==> src/rtl/ttrng_pkg.sv <==
// Shared mode encodings, default generator constants and the generator step function
// for the ttrng pseudo-random source.
package ttrng_pkg;

    localparam logic [1:0] MODE_CNT   = 2'b00;
    localparam logic [1:0] MODE_LFSR  = 2'b01;
    localparam logic [1:0] MODE_XS    = 2'b10;
    localparam logic [1:0] MODE_PAUSE = 2'b11;

    localparam int         STEP_W   = 64;
    localparam logic [15:0] DEF_SEED = 16'hACE1;
    localparam logic [15:0] DEF_TAPS = 16'hB400;

    // Works on a STEP_W-wide container; w selects the live generator width so one
    // function serves every LFSR_W up to STEP_W.
    function automatic logic [STEP_W-1:0] step_fn(
        input logic [1:0]        mode,
        input logic [STEP_W-1:0] s,
        input int                w,
        input logic [STEP_W-1:0] taps,
        input int                a,
        input int                b,
        input int                c
    );
        logic [STEP_W-1:0] mask;
        logic [STEP_W-1:0] t;
        mask = (w >= STEP_W) ? '1 : ((64'd1 << w) - 64'd1);
        t    = s & mask;
        case (mode)
            MODE_CNT:  t = (t + 64'd1) & mask;
            MODE_LFSR: t = t[0] ? (((t >> 1) ^ taps) & mask) : (t >> 1);
            MODE_XS: begin
                t = t ^ ((t << a) & mask);
                t = t ^ (t >> b);
                t = t ^ ((t << c) & mask);
            end
            default: t = t;
        endcase
        return t;
    endfunction

endpackage

==> src/rtl/ttrng_fifo.sv <==
// Power-of-two output buffer with exact occupancy and synchronous flush.
// Pushes into a full buffer are dropped unless a pop happens in the same cycle.
module ttrng_fifo #(
    parameter int WIDTH = 8,
    parameter int DEPTH = 4
) (
    input  logic                       clk,
    input  logic                       rst_n,
    input  logic                       push,
    input  logic                       pop,
    input  logic                       flush,
    input  logic [WIDTH-1:0]           din,
    output logic [WIDTH-1:0]           dout,
    output logic [$clog2(DEPTH+1)-1:0] level,
    output logic                       empty,
    output logic                       full
);

    localparam int PW = $clog2(DEPTH);
    localparam int LW = $clog2(DEPTH + 1);

    logic [WIDTH-1:0] mem [DEPTH];
    logic [PW-1:0]    wr_ptr;
    logic [PW-1:0]    rd_ptr;
    logic [LW-1:0]    count;
    logic             do_push;
    logic             do_pop;

    assign empty   = (count == '0);
    assign full    = (count == LW'(DEPTH));
    assign do_pop  = pop & ~empty;
    assign do_push = push & (~full | do_pop);
    assign level   = count;
    assign dout    = empty ? '0 : mem[rd_ptr];

    always_ff @(posedge clk) begin
        if (do_push && !flush) begin
            mem[wr_ptr] <= din;
        end
    end

    // Pointers wrap naturally because DEPTH is a power of two.
    always_ff @(posedge clk or negedge rst_n) begin
        if (!rst_n) begin
            wr_ptr <= '0;
            rd_ptr <= '0;
            count  <= '0;
        end else if (flush) begin
            wr_ptr <= '0;
            rd_ptr <= '0;
            count  <= '0;
        end else begin
            if (do_push) wr_ptr <= wr_ptr + 1'b1;
            if (do_pop)  rd_ptr <= rd_ptr + 1'b1;
            case ({do_push, do_pop})
                2'b10:   count <= count + 1'b1;
                2'b01:   count <= count - 1'b1;
                default: count <= count;
            endcase
        end
    end

endmodule

==> src/rtl/ttrng_gen.sv <==
// Multi-mode pseudo-random generator feeding a small output buffer; the generator
// stalls instead of dropping words when the buffer is full.
module ttrng_gen
    import ttrng_pkg::*;
#(
    parameter int                WIDTH  = 8,
    parameter int                LFSR_W = 16,
    parameter int                DEPTH  = 4,
    parameter logic [LFSR_W-1:0] SEED   = LFSR_W'(DEF_SEED),
    parameter logic [LFSR_W-1:0] TAPS   = LFSR_W'(DEF_TAPS),
    parameter int                XS_A   = 7,
    parameter int                XS_B   = 9,
    parameter int                XS_C   = 8
) (
    input  logic                       clk,
    input  logic                       rst_n,
    input  logic                       ena,
    input  logic [1:0]                 mode,
    input  logic [LFSR_W-1:0]          seed_in,
    input  logic                       seed_load,
    input  logic                       rd_en,
    output logic [WIDTH-1:0]           number,
    output logic                       valid,
    output logic [$clog2(DEPTH+1)-1:0] level
);

    // Handshake: number/valid present the buffer head; a word is consumed on a rising
    // edge where valid && rd_en. rd_en while valid is low has no effect, and
    // seed_load overrides both the pop and any push in that cycle.

    logic [LFSR_W-1:0] state;
    logic [LFSR_W-1:0] state_step;
    logic [STEP_W-1:0] step_full;
    logic              unused_step;
    logic              empty;
    logic              full;
    logic              pop;
    logic              adv;

    assign step_full   = step_fn(mode, STEP_W'(state), LFSR_W, STEP_W'(TAPS), XS_A, XS_B, XS_C);
    assign state_step  = step_full[LFSR_W-1:0];
    assign unused_step = ^step_full;

    assign valid = ~empty;
    assign pop   = rd_en & valid & ~seed_load;
    assign adv   = ena & (mode != MODE_PAUSE) & (~full | pop) & ~seed_load;

    // A zero seed would lock the LFSR and xorshift modes, so it falls back to SEED.
    always_ff @(posedge clk or negedge rst_n) begin
        if (!rst_n) begin
            state <= SEED;
        end else if (seed_load) begin
            state <= (seed_in == '0) ? SEED : seed_in;
        end else if (adv) begin
            state <= state_step;
        end
    end

    ttrng_fifo #(
        .WIDTH (WIDTH),
        .DEPTH (DEPTH)
    ) u_fifo (
        .clk   (clk),
        .rst_n (rst_n),
        .push  (adv),
        .pop   (pop),
        .flush (seed_load),
        .din   (state_step[WIDTH-1:0]),
        .dout  (number),
        .level (level),
        .empty (empty),
        .full  (full)
    );

endmodule

==> config.mk <==
export PLATFORM = sky130hd
export DESIGN_NAME = ttrng_gen
export DESIGN_NICKNAME = d
export VERILOG_FILES = /design/src/rtl/ttrng_pkg.sv /design/src/rtl/ttrng_fifo.sv /design/src/rtl/ttrng_gen.sv
export SDC_FILE = /design/constraint.sdc
export NUM_CORES = 1
export LEC_CHECK = 0
export CORE_ASPECT_RATIO = 2
export CORE_UTILIZATION = 40
export CTS_CLUSTER_DIAMETER = 120
export CTS_CLUSTER_SIZE = 12
export DETAILED_ROUTE_END_ITERATION = 10
export GPL_TIMING_DRIVEN = 0
export HOLD_SLACK_MARGIN = 0.02
export RECOVER_POWER = 100
export SLEW_MARGIN = 25
export SYNTH_ARGS = -nofsm -noshare
export SYNTH_HDL_FRONTEND = slang
export SYNTH_SLANG_ARGS = --single-unit
==> constraint.sdc <==
create_clock -name clk -period 2.5 [get_ports clk]
set_clock_uncertainty 0.05 [all_clocks]
set_input_delay 0.5 -clock clk [delete_from_list [all_inputs] [get_ports clk]]
set_output_delay 0.5 -clock clk [all_outputs]
set_load 0.01 [all_outputs]
==> tab_implementation.tex <==
\begin{tabular}{lr}
\hline
Metric & Value \\
\hline
\multicolumn{2}{l}{\textbf{Synth}} \\
\quad Sequential fraction of the synthesis area & between 40\% and 50\% \\
\quad Synth cell count leaders & sky130\_fd\_sc\_hd\_\_edfxtp\_1, sky130\_fd\_sc\_hd\_\_xnor2\_1, sky130\_fd\_sc\_hd\_\_nand2\_1, sky130\_fd\_sc\_hd\_\_nor2\_1, sky130\_fd\_sc\_hd\_\_dfrtp\_1 \\
\quad Avg Inst Size Synth & $\sim$11 sq um \\
\quad Async set-reset flop share out of synthesis & about two fifths \\
\quad Yosys warning count & 0 \\
\quad Synth Net Count & 381 \\
\quad Summed instance area of the synthesized netlist & between 3000 and 4000 sq um \\
\quad Post-synthesis cell count & around 350 \\
\quad Synth Flop Type & sky130\_fd\_sc\_hd\_\_edfxtp\_1 \\
\quad Main area contributors after synthesis & sky130\_fd\_sc\_hd\_\_edfxtp\_1, sky130\_fd\_sc\_hd\_\_dfrtp\_1, sky130\_fd\_sc\_hd\_\_dfstp\_2, sky130\_fd\_sc\_hd\_\_mux4\_2, sky130\_fd\_sc\_hd\_\_xnor2\_1 \\
\quad Flip-flop and latch count after synthesis & 55 \\
\quad Cell type with the largest total area after synthesis & sky130\_fd\_sc\_hd\_\_edfxtp\_1 \\
\quad Fraction of post-synthesis cell area in the top cell type by area & between 20\% and 30\% \\
\quad Number of enable flip-flop cells after synthesis & 32 \\
\quad Most numerous cell in the Yosys netlist & sky130\_fd\_sc\_hd\_\_edfxtp\_1 \\
\quad Synth cell types & 68 \\
\multicolumn{2}{l}{\textbf{STA}} \\
\quad Setup Total Neg Slack & 0 ps \\
\quad Final Hold Fails & 0 \\
\quad Final-layout worst hold slack & around 480 ps \\
\quad RSZ-0062 raised after global routing & no \\
\quad Final critical-path share of the clock period & a little over nine tenths \\
\quad Slew Limit Headroom & between 3 and 4\% \\
\quad Worst path setup slack after routing & between 100 and 150 ps \\
\quad Final setup violation count & 0 \\
\quad Post-route minimum period & between 2000 and 2500 ps \\
\quad Worst-margin pin slew & 1440 ps \\
\quad Highest clock rate & between 400 and 500 MHz \\
\quad Max Slew Vio Count & 0 \\
\multicolumn{2}{l}{\textbf{Die}} \\
\quad Die height & $\sim$140 microns \\
\quad Floorplan die area & just under 10000 sq um \\
\quad Num rows & slightly below 50 \\
\quad Die boundary width & 70.8 microns \\
\quad Starting utilization of the core area & a little over two fifths \\
\quad Io pins & 35 \\
\quad Core Footprint & between 9000 and 10000 sq um \\
\multicolumn{2}{l}{\textbf{Setup path}} \\
\quad Critical path class & primary input to flip-flop \\
\quad Crit path max-delay family & buffers and inverters \\
\quad Ordered cell list for the critical path & clkdlybuf4s50\_1 > inv\_1 > ha\_1 > or2\_2 > a31oi\_4 > a221o\_2 > a221oi\_1 > nor3\_1 \\
\quad Total buffers and inverters traversed by the critical path & 2 \\
\quad Data required time at the worst endpoint & roughly 2700 ps \\
\quad Slowest CP cell & sky130\_fd\_sc\_hd\_\_clkdlybuf4s50\_1 \\
\quad Highest cell delay on the worst timing path & around 540 ps \\
\quad Worst path arrival time & between 2000 and 3000 ps \\
\quad Startpoint Class & primary input \\
\quad Reg2reg setup slack & roughly 210 ps \\
\quad Maximum fanout along the worst path & 8 \\
\quad Critical path endpoint category & flip-flop \\
\multicolumn{2}{l}{\textbf{Placed design}} \\
\quad Final Wtd Congestion & a little under 0.9 \\
\quad Final HPWL DP & 7.48 mm \\
\quad Worst setup slack after placement & -461 ps \\
\quad Number of port buffers & 32 \\
\quad Total instance count after detailed placement & 481 \\
\multicolumn{2}{l}{\textbf{GRT}} \\
\quad Pin count of the biggest net entering global routing & 24 \\
\quad Global Route Usage Sum & approximately 21\% \\
\quad Global-route wire length before repair & roughly 15 mm \\
\quad Vias in the first global route & around 2900 \\
\quad Initial antenna violation count & 0 \\
\quad Total global routing overflow & 0 \\
\multicolumn{2}{l}{\textbf{Routing}} \\
\quad DRT Wirelength & 9.61 mm \\
\quad Number of optimization iterations in the first detailed-route pass & 7 \\
\quad Routed length on met3 & approximately 260 microns \\
\quad Post-route met1 wirelength & 3.42 mm \\
\quad Wire length per cell & just under 20 microns \\
\quad Drt via density & 5.79 \\
\quad Remaining antenna violation count after routing & 0 \\
\quad Number of vias in the routed layout & 2826 \\
\quad Max layer used & met4 \\
\quad Number of DRC violations after detailed-routing iteration 0 & about 180 \\
\quad Remaining routing DRC violations & 6 \\
\quad Met2 wirelength from detailed routing & 5.56 mm \\
\multicolumn{2}{l}{\textbf{Job}} \\
\quad Number of maximum-capacitance violations & 0 \\
\multicolumn{2}{l}{\textbf{Worst hold path}} \\
\quad Path category of the worst min-delay check & primary input to asynchronous set/reset pin \\
\multicolumn{2}{l}{\textbf{Final layout}} \\
\quad Net count, final & approximately 420 \\
\quad Post-synthesis to final-layout area growth & 17.2\% \\
\quad Final instance count without filler cells & slightly below 500 \\
\quad Antenna Diode Count & 0 \\
\quad Share of post-route cells with drive strength above 1 & 19.9\% \\
\multicolumn{2}{l}{\textbf{Pwr}} \\
\quad Total power & between 2 and 3 mW \\
\quad Reported leakage power & between 1.5 and 2 nW \\
\quad Worst vdd ir & about 290 uV \\
\quad Cell Pwr Density & between 600 and 700 nW/um\^{}2 \\
\multicolumn{2}{l}{\textbf{Run status}} \\
\quad Result of the run & complete, but fails checks \\
\quad Violations in the final reports & DRC \\
\multicolumn{2}{l}{\textbf{CTS}} \\
\quad Insertion delay to the later sink of the worst-skew pair & about 300 ps \\
\quad CTS HTree Levels & 2 \\
\quad Clock root buffer master & sky130\_fd\_sc\_hd\_\_clkbuf\_16 \\
\quad Clock Path Buffers & 2 \\
\quad CTS clock-pin slew for the worst setup and hold paths & $\sim$70 ps \\
\quad Number of buffers created by CTS & 5 \\
\quad Clock sink total & between 50 and 60 \\
\quad CTS tree & done \\
\hline
\end{tabular}
[final timing paths]
kind                                   from                to  cells past startpoint
max in group asynchronous             rst_n  u_fifo.rd_ptr[1]                      1
max                                 mode[0]         state[12]                      8
min reg2reg                u_fifo.wr_ptr[0]  u_fifo.wr_ptr[0]                      2
max reg2reg                        state[0]          state[6]                      6
min in group clk                      rd_en   u_fifo.level[2]                      4
min                                   rst_n          state[9]                      1
[timing repair]
item	in CTS	in global routing
resized for setup	13	12
hold buffers	0	0
pin swaps	0	3
hold endpoints to repair	0	0
endpoints found under the setup margin	32	39
setup buffers	1	0
[area by class of cell]
cell class                      instances  area, sq um
Buffer                                 32          233
Fill cell                             849         4630
Sequential cell                        55         1550
Clock inverter                          2         37.5
Tap cell                              102          128
Timing Repair Buffer                   33          312
Multi-Input combinational cell        245         2010
Clock buffer                            6          129
Inverter                               13         48.8
[worst register-to-register path, stage by stage (launching register included)]
cell and delay (ps):
sky130_fd_sc_hd__dfstp_2 630, sky130_fd_sc_hd__ha_1 270, sky130_fd_sc_hd__nand3_1 290, sky130_fd_sc_hd__or4_1 540, sky130_fd_sc_hd__nand2_1 80, sky130_fd_sc_hd__a221o_1 230, sky130_fd_sc_hd__o31a_1 150
[registers in the layout, summed over array words and instances (netlist names)]
| signal | cells |
|---|---|
| state | 16 |
| u_fifo.mem | 32 |
| u_fifo.rd_ptr | 2 |
| u_fifo.level | 3 |
| u_fifo.wr_ptr | 2 |
[layer usage]
layer / GRT usage (%) / vias up
met5: 0 / -
met4: 10.3 / 0
met3: 2.10 / 25
met2: 41.0 / 60
met1: 20.4 / 1379
li1: - / 1362
[cells in the final DEF (no fill, tap or decap), drive strengths merged, types with 5 or more instances in the layout]
master,instances
a211oi,7
a21oi,9
a221oi,7
a22oi,6
and2,14
buf,20
clkbuf,20
clkdlybuf4s50,20
dfrtp,15
dfstp,8
dlygate4sd2,8
edfxtp,32
ha,10
inv,13
mux2i,5
mux4,8
nand2,18
nand2b,5
nand3,10
nor2,19
nor3,6
nor4,9
o21ai,19
xnor2,20
xor2,14
[cells by family after synthesis]
| group | count (synthesis) | synth area share, % |
|---|---|---|
| and+or+nand+nor | 101 | 15.4 |
| DFF | 55 | 40.8 |
| AOI/OAI and AO/OA | 80 | 15.3 |
| xor gates and xnor gates | 38 | 10.4 |
| buffers and inverters | 47 | 7.53 |
| muxes | 15 | 6.67 |
| adders and majority gates | 11 | 3.83 |
[through the flow]
step / utilization, % / area, sq um
after detailed placement: 46.6 / 4230
after global routing: 48.9 / 4440
after floorplan: - / 3790
after global placement: 46.7 / 4240
after CTS: 48.5 / 4400
final: 48.9 / 4440
[power breakdown]
group | internal, mW | switching [mW] | total, mW | leakage, nW
combinational | 0.407 | 0.462 | 0.869 | 1.03
sequential | 1.06 | 0.0382 | 1.09 | 0.570
clock | 0.474 | 0.325 | 0.798 | 0.0771
total | 1.94 | 0.825 | 2.76 | 1.68
Note: power is estimated with default switching activity, not from simulation.
